## config.mk

```make
export PLATFORM = sky130hd
export DESIGN_NAME = tgate_bus_arbiter_flat
export DESIGN_NICKNAME = d
export VERILOG_FILES = /design/src/rtl/tgate_pkg.sv /design/src/rtl/tgate_bus_arbiter_if.sv /design/src/rtl/rr_pick.sv /design/src/rtl/tgate_bus_arbiter.sv /design/src/flat_wrapper.sv
export SDC_FILE = /design/constraint.sdc
export NUM_CORES = 1
export LEC_CHECK = 0
export CAP_MARGIN = 20
export CORE_ASPECT_RATIO = 0.8
export CORE_UTILIZATION = 40
export CTS_BUF_LIST = sky130_fd_sc_hd__clkbuf_8
export CTS_CLUSTER_DIAMETER = 40
export CTS_CLUSTER_SIZE = 12
export DETAILED_ROUTE_END_ITERATION = 12
export GPL_TIMING_DRIVEN = 0
export PLACE_DENSITY = 0.56
export SLEW_MARGIN = 25
export SYNTH_ARGS = -nofsm -noshare
export SYNTH_HDL_FRONTEND = slang
export SYNTH_SLANG_ARGS = --single-unit
```

## constraint.sdc

```tcl
create_clock -name clk -period 4.2 [get_ports clk]
set_input_delay 1.05 -clock clk [delete_from_list [all_inputs] [get_ports clk]]
set_output_delay 1.05 -clock clk [all_outputs]
set_load 0.02 [all_outputs]
```

## src/rtl/tgate_pkg.sv

```systemverilog
// Shared types and constants for the transmission-gate bus arbiter.
package tgate_pkg;

  localparam int unsigned TG_MAX_N  = 16;
  localparam int unsigned TG_DEAD_W = 4;

  typedef enum logic [1:0] {
    ST_IDLE,
    ST_GRANT,
    ST_DEAD
  } tg_state_e;

endpackage

```

## src/rtl/tgate_bus_arbiter_if.sv

```systemverilog
// Request/enable bundle between requesters, the arbiter and the gate array.
interface tgate_bus_arbiter_if #(
  parameter int unsigned N = 4
);
  localparam int unsigned IW = (N > 1) ? $clog2(N) : 1;

  logic [N-1:0]  req;
  logic [N-1:0]  en;
  logic [IW-1:0] gnt_id;
  logic          gnt_valid;
  logic          bus_idle;

  modport slave  (input  req, output en, gnt_id, gnt_valid, bus_idle);
  modport master (output req, input  en, gnt_id, gnt_valid, bus_idle);

endinterface

```

## src/rtl/rr_pick.sv

```systemverilog
// Combinational round-robin picker: first set req bit after ptr, wrapping.
module rr_pick #(
  parameter  int unsigned N  = 4,
  localparam int unsigned IW = (N > 1) ? $clog2(N) : 1
) (
  input  logic [N-1:0]  req,
  input  logic [IW-1:0] ptr,
  output logic          any,
  output logic [IW-1:0] pick
);

  logic [IW:0] sum;

  // Scan from farthest to nearest so the nearest hit after ptr wins.
  always_comb begin
    any  = |req;
    pick = '0;
    sum  = '0;
    for (int i = int'(N); i >= 1; i--) begin
      sum = {1'b0, ptr} + (IW+1)'(i);
      if (sum >= (IW+1)'(N)) sum = sum - (IW+1)'(N);
      if (req[sum[IW-1:0]]) pick = sum[IW-1:0];
    end
  end

endmodule

```

## src/rtl/tgate_bus_arbiter.sv

```systemverilog
// Break-before-make round-robin owner of N transmission-gate enables on one bus net.
module tgate_bus_arbiter
  import tgate_pkg::*;
#(
  parameter int unsigned N        = 4,
  parameter int unsigned DEAD     = 1,
  parameter int unsigned MAX_HOLD = 8
) (
  input  logic                clk,
  input  logic                rst_n,
  tgate_bus_arbiter_if.slave  bus
);

  localparam int unsigned IW = (N > 1) ? $clog2(N) : 1;
  localparam int unsigned HW = (MAX_HOLD > 0) ? $clog2(MAX_HOLD + 1) : 1;

  tg_state_e              state_q, state_d;
  logic [IW-1:0]          ptr_q, ptr_d;
  logic [HW-1:0]          hold_q, hold_d;
  logic [TG_DEAD_W-1:0]   dead_q, dead_d;
  logic [N-1:0]           en_q, en_d;
  logic [IW-1:0]          id_q, id_d;
  logic                   gv_q, gv_d;
  logic                   idle_q, idle_d;

  logic                   pick_any;
  logic [IW-1:0]          pick_idx;
  logic                   others_c;
  logic                   grant_end_c;
  logic                   dead_done_c;
  logic                   start_c;

  rr_pick #(.N(N)) u_pick (
    .req  (bus.req),
    .ptr  (ptr_q),
    .any  (pick_any),
    .pick (pick_idx)
  );

  assign others_c    = |(bus.req & ~(N'(1) << ptr_q));
  assign grant_end_c = !bus.req[ptr_q] ||
                       ((MAX_HOLD != 0) && (hold_q == HW'(MAX_HOLD)) && others_c);
  assign dead_done_c = (dead_q == TG_DEAD_W'(DEAD));
  assign start_c     = pick_any &&
                       ((state_q == ST_IDLE) || ((state_q == ST_DEAD) && dead_done_c));

  always_ff @(posedge clk or negedge rst_n) begin
    if (!rst_n) begin
      state_q <= ST_IDLE;
      ptr_q   <= IW'(N - 1);
      hold_q  <= '0;
      dead_q  <= '0;
      en_q    <= '0;
      id_q    <= '0;
      gv_q    <= 1'b0;
      idle_q  <= 1'b1;
    end else begin
      state_q <= state_d;
      ptr_q   <= ptr_d;
      hold_q  <= hold_d;
      dead_q  <= dead_d;
      en_q    <= en_d;
      id_q    <= id_d;
      gv_q    <= gv_d;
      idle_q  <= idle_d;
    end
  end

  always_comb begin
    state_d = state_q;
    unique case (state_q)
      ST_IDLE:  if (pick_any) state_d = ST_GRANT;
      ST_GRANT: if (grant_end_c) state_d = ST_DEAD;
      ST_DEAD:  if (dead_done_c) state_d = pick_any ? ST_GRANT : ST_IDLE;
      default:  state_d = ST_IDLE;
    endcase
  end

  // Counters, pointer and registered outputs follow the next state.
  always_comb begin
    ptr_d  = ptr_q;
    hold_d = hold_q;
    dead_d = dead_q;
    en_d   = en_q;
    id_d   = id_q;
    gv_d   = (state_d == ST_GRANT);
    idle_d = (state_d == ST_IDLE);
    if (start_c) begin
      en_d   = N'(1) << pick_idx;
      id_d   = pick_idx;
      ptr_d  = pick_idx;
      hold_d = HW'(1);
    end else begin
      unique case (state_q)
        ST_GRANT: begin
          if (grant_end_c) begin
            en_d   = '0;
            dead_d = TG_DEAD_W'(1);
          end else if ((MAX_HOLD != 0) && (hold_q != HW'(MAX_HOLD))) begin
            hold_d = hold_q + HW'(1);
          end
        end
        ST_DEAD: begin
          en_d = '0;
          if (!dead_done_c) dead_d = dead_q + TG_DEAD_W'(1);
        end
        default: en_d = '0;
      endcase
    end
  end

  assign bus.en        = en_q;
  assign bus.gnt_id    = id_q;
  assign bus.gnt_valid = gv_q;
  assign bus.bus_idle  = idle_q;

endmodule

```

## src/flat_wrapper.sv

```systemverilog
// flat-port wrapper written by rule: the top's interface ports become plain ports
module tgate_bus_arbiter_flat import tgate_pkg::*;
#(
  parameter int unsigned N        = 4,
  parameter int unsigned DEAD     = 1,
  parameter int unsigned MAX_HOLD = 8
)
  (clk, rst_n, bus_req, bus_en, bus_gnt_id, bus_gnt_valid, bus_bus_idle);
  tgate_bus_arbiter_if #(.N(N)) bus_i ();
  input  logic clk;
  input  logic rst_n;
  input wire logic [$bits(bus_i.req)-1:0] bus_req;
  output wire logic [$bits(bus_i.en)-1:0] bus_en;
  output wire logic [$bits(bus_i.gnt_id)-1:0] bus_gnt_id;
  output wire logic [$bits(bus_i.gnt_valid)-1:0] bus_gnt_valid;
  output wire logic [$bits(bus_i.bus_idle)-1:0] bus_bus_idle;
  assign bus_i.req = bus_req;
  assign bus_en = bus_i.en;
  assign bus_gnt_id = bus_i.gnt_id;
  assign bus_gnt_valid = bus_i.gnt_valid;
  assign bus_bus_idle = bus_i.bus_idle;
  tgate_bus_arbiter #(.N(N), .DEAD(DEAD), .MAX_HOLD(MAX_HOLD)) u_core (.clk(clk), .rst_n(rst_n), .bus(bus_i));
endmodule
```

### Word level (Yosys, flattened, before mapping)

Index checks and enable logic that the tools add are counted.

| word-level totals | value |
|---|---|
| logic and storage cells | 90 |
| memories kept | 0 |
| memory bits (read-only) | 0 |
| bits in registers | 20 |
| latch bits | 0 |
| output and inout port bits | 8 |
| bits in writable memories | 0 |

| cells by class | value |
|---|---|
| multipliers | 0 |
| muxes and demuxes | 33 |
| reduce and logical (&&, ||, !) cells | 15 |
| eq/ne operators | 10 |
| div/mod/pow operators | 0 |
| magnitude comparators | 9 |
| shift-type cells | 2 |
| add/subtract/negate cells | 10 |
| bitwise operators | 3 |

Operator list:

| kind | count |
|---|---|
| $mux 4 | 9 |
| $mux 2 | 11 |
| $lt 2x3->1 const B | 5 |
| $ge 3x3->1 const B | 4 |
| $bmux 1 s2 | 5 |
| $add 4x1->4 const B | 2 |
| $pmux 4 s2 | 1 |
| $reduce_or 4->1 | 2 |
| $shl 1x2->4 const A | 2 |
| $sub 2x1->2 const B | 4 |
| $add 2x2->3 const B | 2 |
| $mux 1 | 6 |
| $pmux 2 s3 | 1 |
| $reduce_bool 2->1 | 3 |
| $and 4x4->4 | 1 |
| $eq 2x1->1 const B | 2 |
| $eq 4x1->1 const B | 1 |
| $eq 4x4->1 const B | 1 |
| $logic_not 2->1 | 2 |
| $ne 2x2->1 const B | 2 |
| $ne 4x4->1 const B | 1 |
| $not 4->4 | 1 |
| $reduce_and 4->1 | 1 |
| $add 2x1->3 const B | 1 |
| other kinds (9) | 12 |

### Longest topological paths before layout

| depth | value |
|---|---|
| word-level depth | 11 |
| depth in mapped cells | 8 |

### Modules after synthesis

A second synthesis with hierarchy kept.

| unflattened totals | value |
|---|---|
| cell total of the unflattened synthesis | 130 |
| area, all modules | 1219.9 um^2 |

By module, submodules not included:

| module | area an instance (um^2) | instances | cells an instance |
|---|---|---|---|
| tgate_bus_arbiter | 1128.6 | 1 | 116 |
| rr_pick | 91.3 | 1 | 14 |

### Worst setup path before layout

Ideal clock, no wire load.

| path | value |
|---|---|
| path type | input -> register |
| from | input port bus_req[0] |
| to | register u_core.en_q[3], in the netlist u_core.bus.en[3] |
| setup time | 0.121 ns |
| data arrival time | 2.204 ns |
| slack | 1.875 ns |
| cell stages on the path | 5 |
| required time | 4.079 ns |
| cells stage by stage | buf_2 mux4_2 and2_4 and2_4 a22o_1 |

| on the way | value |
|---|---|
| longest elaborated chain between the ends | 8 |
| elaborated cells on any way between the ends | 24 |
| those cells by class | eq/ne (1); shift (1); mux (15); bitwise (1); reduce/logical (6) |

Ends and longest elaborated chain:

| what | RTL line | RTL |
|---|---|---|
| start, declared | flat_wrapper.sv:12 | `input wire logic [$bits(bus_i.req)-1:0] bus_req;` |
| $bmux 1 s2 | rr_pick.sv:22 | `if (req[sum[IW-1:0]]) pick = sum[IW-1:0];` |
| $mux 1 (not written as such) | rr_pick.sv:22 |  |
| $mux 2 (4 in series) | rr_pick.sv:22 |  |
| $shl 1x2->4 | tgate_bus_arbiter.sv:89 | `en_d = N'(1) << pick_idx;` |
| $mux 4 | tgate_bus_arbiter.sv:88 | `if (start_c) begin` |
| end signal, assigned | tgate_bus_arbiter.sv:62 | `en_q <= en_d;` |
| end, declared | tgate_bus_arbiter.sv:21 | `logic [N-1:0] en_q, en_d;` |

Several ways; a longest one is shown, not always the timed one. The select of a mux whose other input is x is not followed.
A chain may end at the register's enable or synchronous reset.

### Final worst setup path

| path | value |
|---|---|
| from | input port bus_req[3] |
| to | register u_core.en_q[1], in the netlist u_core.bus.en[1] |

Same word-level chain as after synthesis.

==> impl_metrics.env <==
export IMPL_status="finished clean"
export IMPL_required_ns=4.36
export IMPL_wl_per_cell_um=13.5
export IMPL_p_sw_frac=0.382
export IMPL_antenna_left=0
export IMPL_dp_hpwl_um=1720
export IMPL_core_area_um2=2790
export IMPL_fin_crit_ns=2.62
export IMPL_drt_total_wl_um=2280
export IMPL_area_growth_pct=19.4
export IMPL_io_pins=14
export IMPL_p_leak_nw=0.614
export IMPL_critPathMaxFanout=8
export IMPL_endpoint_kind="flop"
export IMPL_drive_above_1_share=0.176
export IMPL_fp_dieW_um=62.8
export IMPL_num_rows=17
export IMPL_timing_setup_tns_ns=0
export IMPL_p_clk_frac=0.185
export IMPL_avgSynthCellArea_um2=10.2
export IMPL_drt_iter0_markers=18
export IMPL_die_area_um2=3180
export IMPL_dr_pass1_iters=4
export IMPL_combinationalPowerShare=0.503
export IMPL_vias=873
export IMPL_fillers=254
export IMPL_power_frac_seq=0.313
export IMPL_fin_nets=146
export IMPL_root_buffer="clkbuf_8"
export IMPL_power_density_nw_per_um2=739
export IMPL_crit_arrival_ns=2.78
export IMPL_die_h_um=50.6
export IMPL_maxClockFrequency_mhz=381
export IMPL_post_place_cells=165
export IMPL_antenna_found_initial=0
export IMPL_layout_cells_most_common="dfrtp_1"
export IMPL_yosys_register_bits=20
export IMPL_rsz0062_at_grt="no"
export IMPL_cts_made_buffers=3
export IMPL_ctsHoldBuffers=0
export IMPL_final_cell_count_no_fill=169
export IMPL_hold_path_class="reg2reg"
export IMPL_cts_clk_slew_worst_paths_ns=0.08
export IMPL_clk_latency_ns=0.26
export IMPL_pre_cts_ws_ns=1.28
export IMPL_routabilityCongestion=0.772
export IMPL_yosysTopAreaCellShare=0.360
export IMPL_yosysUniqueCellTypes=42
export IMPL_synth_top_area_cell="dfrtp_1"
export IMPL_setup_viol=0
export IMPL_slew_viol_final=0
export IMPL_cap_viol_max_count=0
export IMPL_vias_per_cell=5.17
export IMPL_grt_overflow_total=0
export IMPL_synth_warnings=0
export IMPL_worst_slack_ns=1.58
export IMPL_slew_headroom=0.407
export IMPL_start_util=0.424
export IMPL_crit_type="in2reg"
export IMPL_async_reset_ff_frac=1.00
export IMPL_h_tree_depth=1
export IMPL_synth_nets=130
export IMPL_setup_worst_path_start_class="input port"
export IMPL_n_antenna_cell=0
export IMPL_yosys_top_cells_area="dfrtp_1, ha_1, dfstp_2, nand2b_1, nand2_1"
export IMPL_cts_sinks=20
export IMPL_ctsResizeCount=0
export IMPL_ys_seq_area_frac=0.426
export IMPL_post_cts_buffers=0
export IMPL_grt_first_pass_wirelength_um=3960
export IMPL_internal_power_w=0.000644
export IMPL_hold_viol=0
export IMPL_io_buffers=11
export IMPL_grt_pass1_vias=866
export IMPL_final_setup_skew_ns=0.00362
export IMPL_p_sw_w=0.000398
export IMPL_synth_edf_count=0
export IMPL_worstMarginPinSlew_ns=0.887
export IMPL_synth_ff_type="dfrtp_1"
export IMPL_cts_tree="built"
export IMPL_clk_path_buf_depth=2
export IMPL_synth_cells=116
export IMPL_grt_start_max_net_pins=21
export IMPL_period_share=0.625
export IMPL_post_route_drc_count=0
export IMPL_peakVddDrop_mv=0.327
export IMPL_track_usage=0.167
export IMPL_final_cell_mix="dfrtp_1, clkdlybuf4s50_1, nand2b_1, nand2_1"
export IMPL_syn_area_um2=1180
-- Yosys cell counts (all sizes together) (3+ instances only) --
| master | instances |
|---|---|
| a21oi | 4 |
| buf | 4 |
| dfrtp | 17 |
| dfstp | 3 |
| ha | 8 |
| inv | 6 |
| nand2 | 9 |
| nand2b | 9 |
| nand3 | 5 |
| nor2 | 8 |
| nor3 | 3 |
| o21ai | 5 |
| xor2 | 3 |
-- worst max-delay path, stage by stage --
cell and delay [ns]:
clkdlybuf4s50_1 0.53, nand2b_1 0.16, o31ai_1 0.07, o32ai_1 0.46, nand2_1 0.22, a32o_1 0.28
-- through the flow --
stage          total power, W  hold slack [ns]  cell area (µm²)   util
3_3_place_gp         0.000840            0.469             1340  0.481
3_5_place_dp         0.000858            0.467             1340  0.481
5_1_grt               0.00113            0.509             1410  0.507
2_1_floorplan        0.000698            0.445             1180      -
4_1_cts               0.00106            0.493             1410  0.507
6_report              0.00104            0.493             1410  0.507
-- per-layer routing --
layer	routed length [µm]	vias up	track usage
met5	0	-	0
met3	110	5	0.0545
met1	1110	411	0.208
met4	32	0	0.0698
li1	-	437	-
met2	1030	20	0.266
-- registers in the layout (all words and copies together) (netlist names) --
register	cells
u_core.bus.bus_idle	1
u_core.bus.en	4
u_core.bus.gnt_id	2
u_core.bus.gnt_valid	1
u_core.dead_q	4
u_core.hold_q	4
u_core.ptr_q	2
u_core.state_q	2
-- power by group through the flow --
stage / Clock, W / Sequential (W) / Combinational, W
2_1_floorplan: 0 / 0.000364 / 0.000334
3_3_place_gp: 0 / 0.000326 / 0.000514
3_5_place_dp: 0 / 0.000329 / 0.000529
4_1_cts: 0.000199 / 0.000326 / 0.000532
5_1_grt: 0.000207 / 0.000335 / 0.000584
6_report: 0.000192 / 0.000326 / 0.000524
-- cell type report --
cell class / count / area, µm² / area share
Multi-Input combinational cell: 85 / 626 / 0.443
Sequential cell: 20 / 504 / 0.357
Timing Repair Buffer: 11 / 110 / 0.0780
Tap cell: 38 / 47.5 / 0.0337
Clock buffer: 3 / 41.3 / 0.0293
Clock inverter: 1 / 30.0 / 0.0213
Buffer: 5 / 30.0 / 0.0213
Inverter: 6 / 22.5 / 0.0160
-- final timing paths --
check | slack, ns | to | depth (start not counted) | from
setup / recovery | 1.58 | u_core.bus.en[1]$_DFFE_PN0P_ | 6 | bus_req[3]
hold / removal | 0.49 | u_core.bus.en[1]$_DFFE_PN0P_ | 1 | u_core.bus.en[1]$_DFFE_PN0P_
setup reg to reg | 1.94 | u_core.bus.en[1]$_DFFE_PN0P_ | 6 | u_core.ptr_q[1]$_DFFE_PN1P_
hold reg to reg | 0.49 | u_core.bus.en[1]$_DFFE_PN0P_ | 1 | u_core.bus.en[1]$_DFFE_PN0P_
max in group asynchronous | 2.37 | u_core.state_q[1]$_DFF_PN0_ | 1 | rst_n
min in group asynchronous | 1.29 | u_core.hold_q[2]$_DFFE_PN0P_ | 1 | rst_n
-- cell families (layout without fill, tap and decap cells) --
group | count (synthesis) | count (layout) | share of synthesized area
compound gates | 25 | 25 | 0.169
buf+inv | 11 | 26 | 0.0444
mux | 2 | 2 | 0.0275
xor+xnor | 3 | 3 | 0.0222
flops | 20 | 20 | 0.426
simple gates | 47 | 47 | 0.225
fa+ha+maj | 8 | 8 | 0.0847
Power figures use the tool's default switching activity.
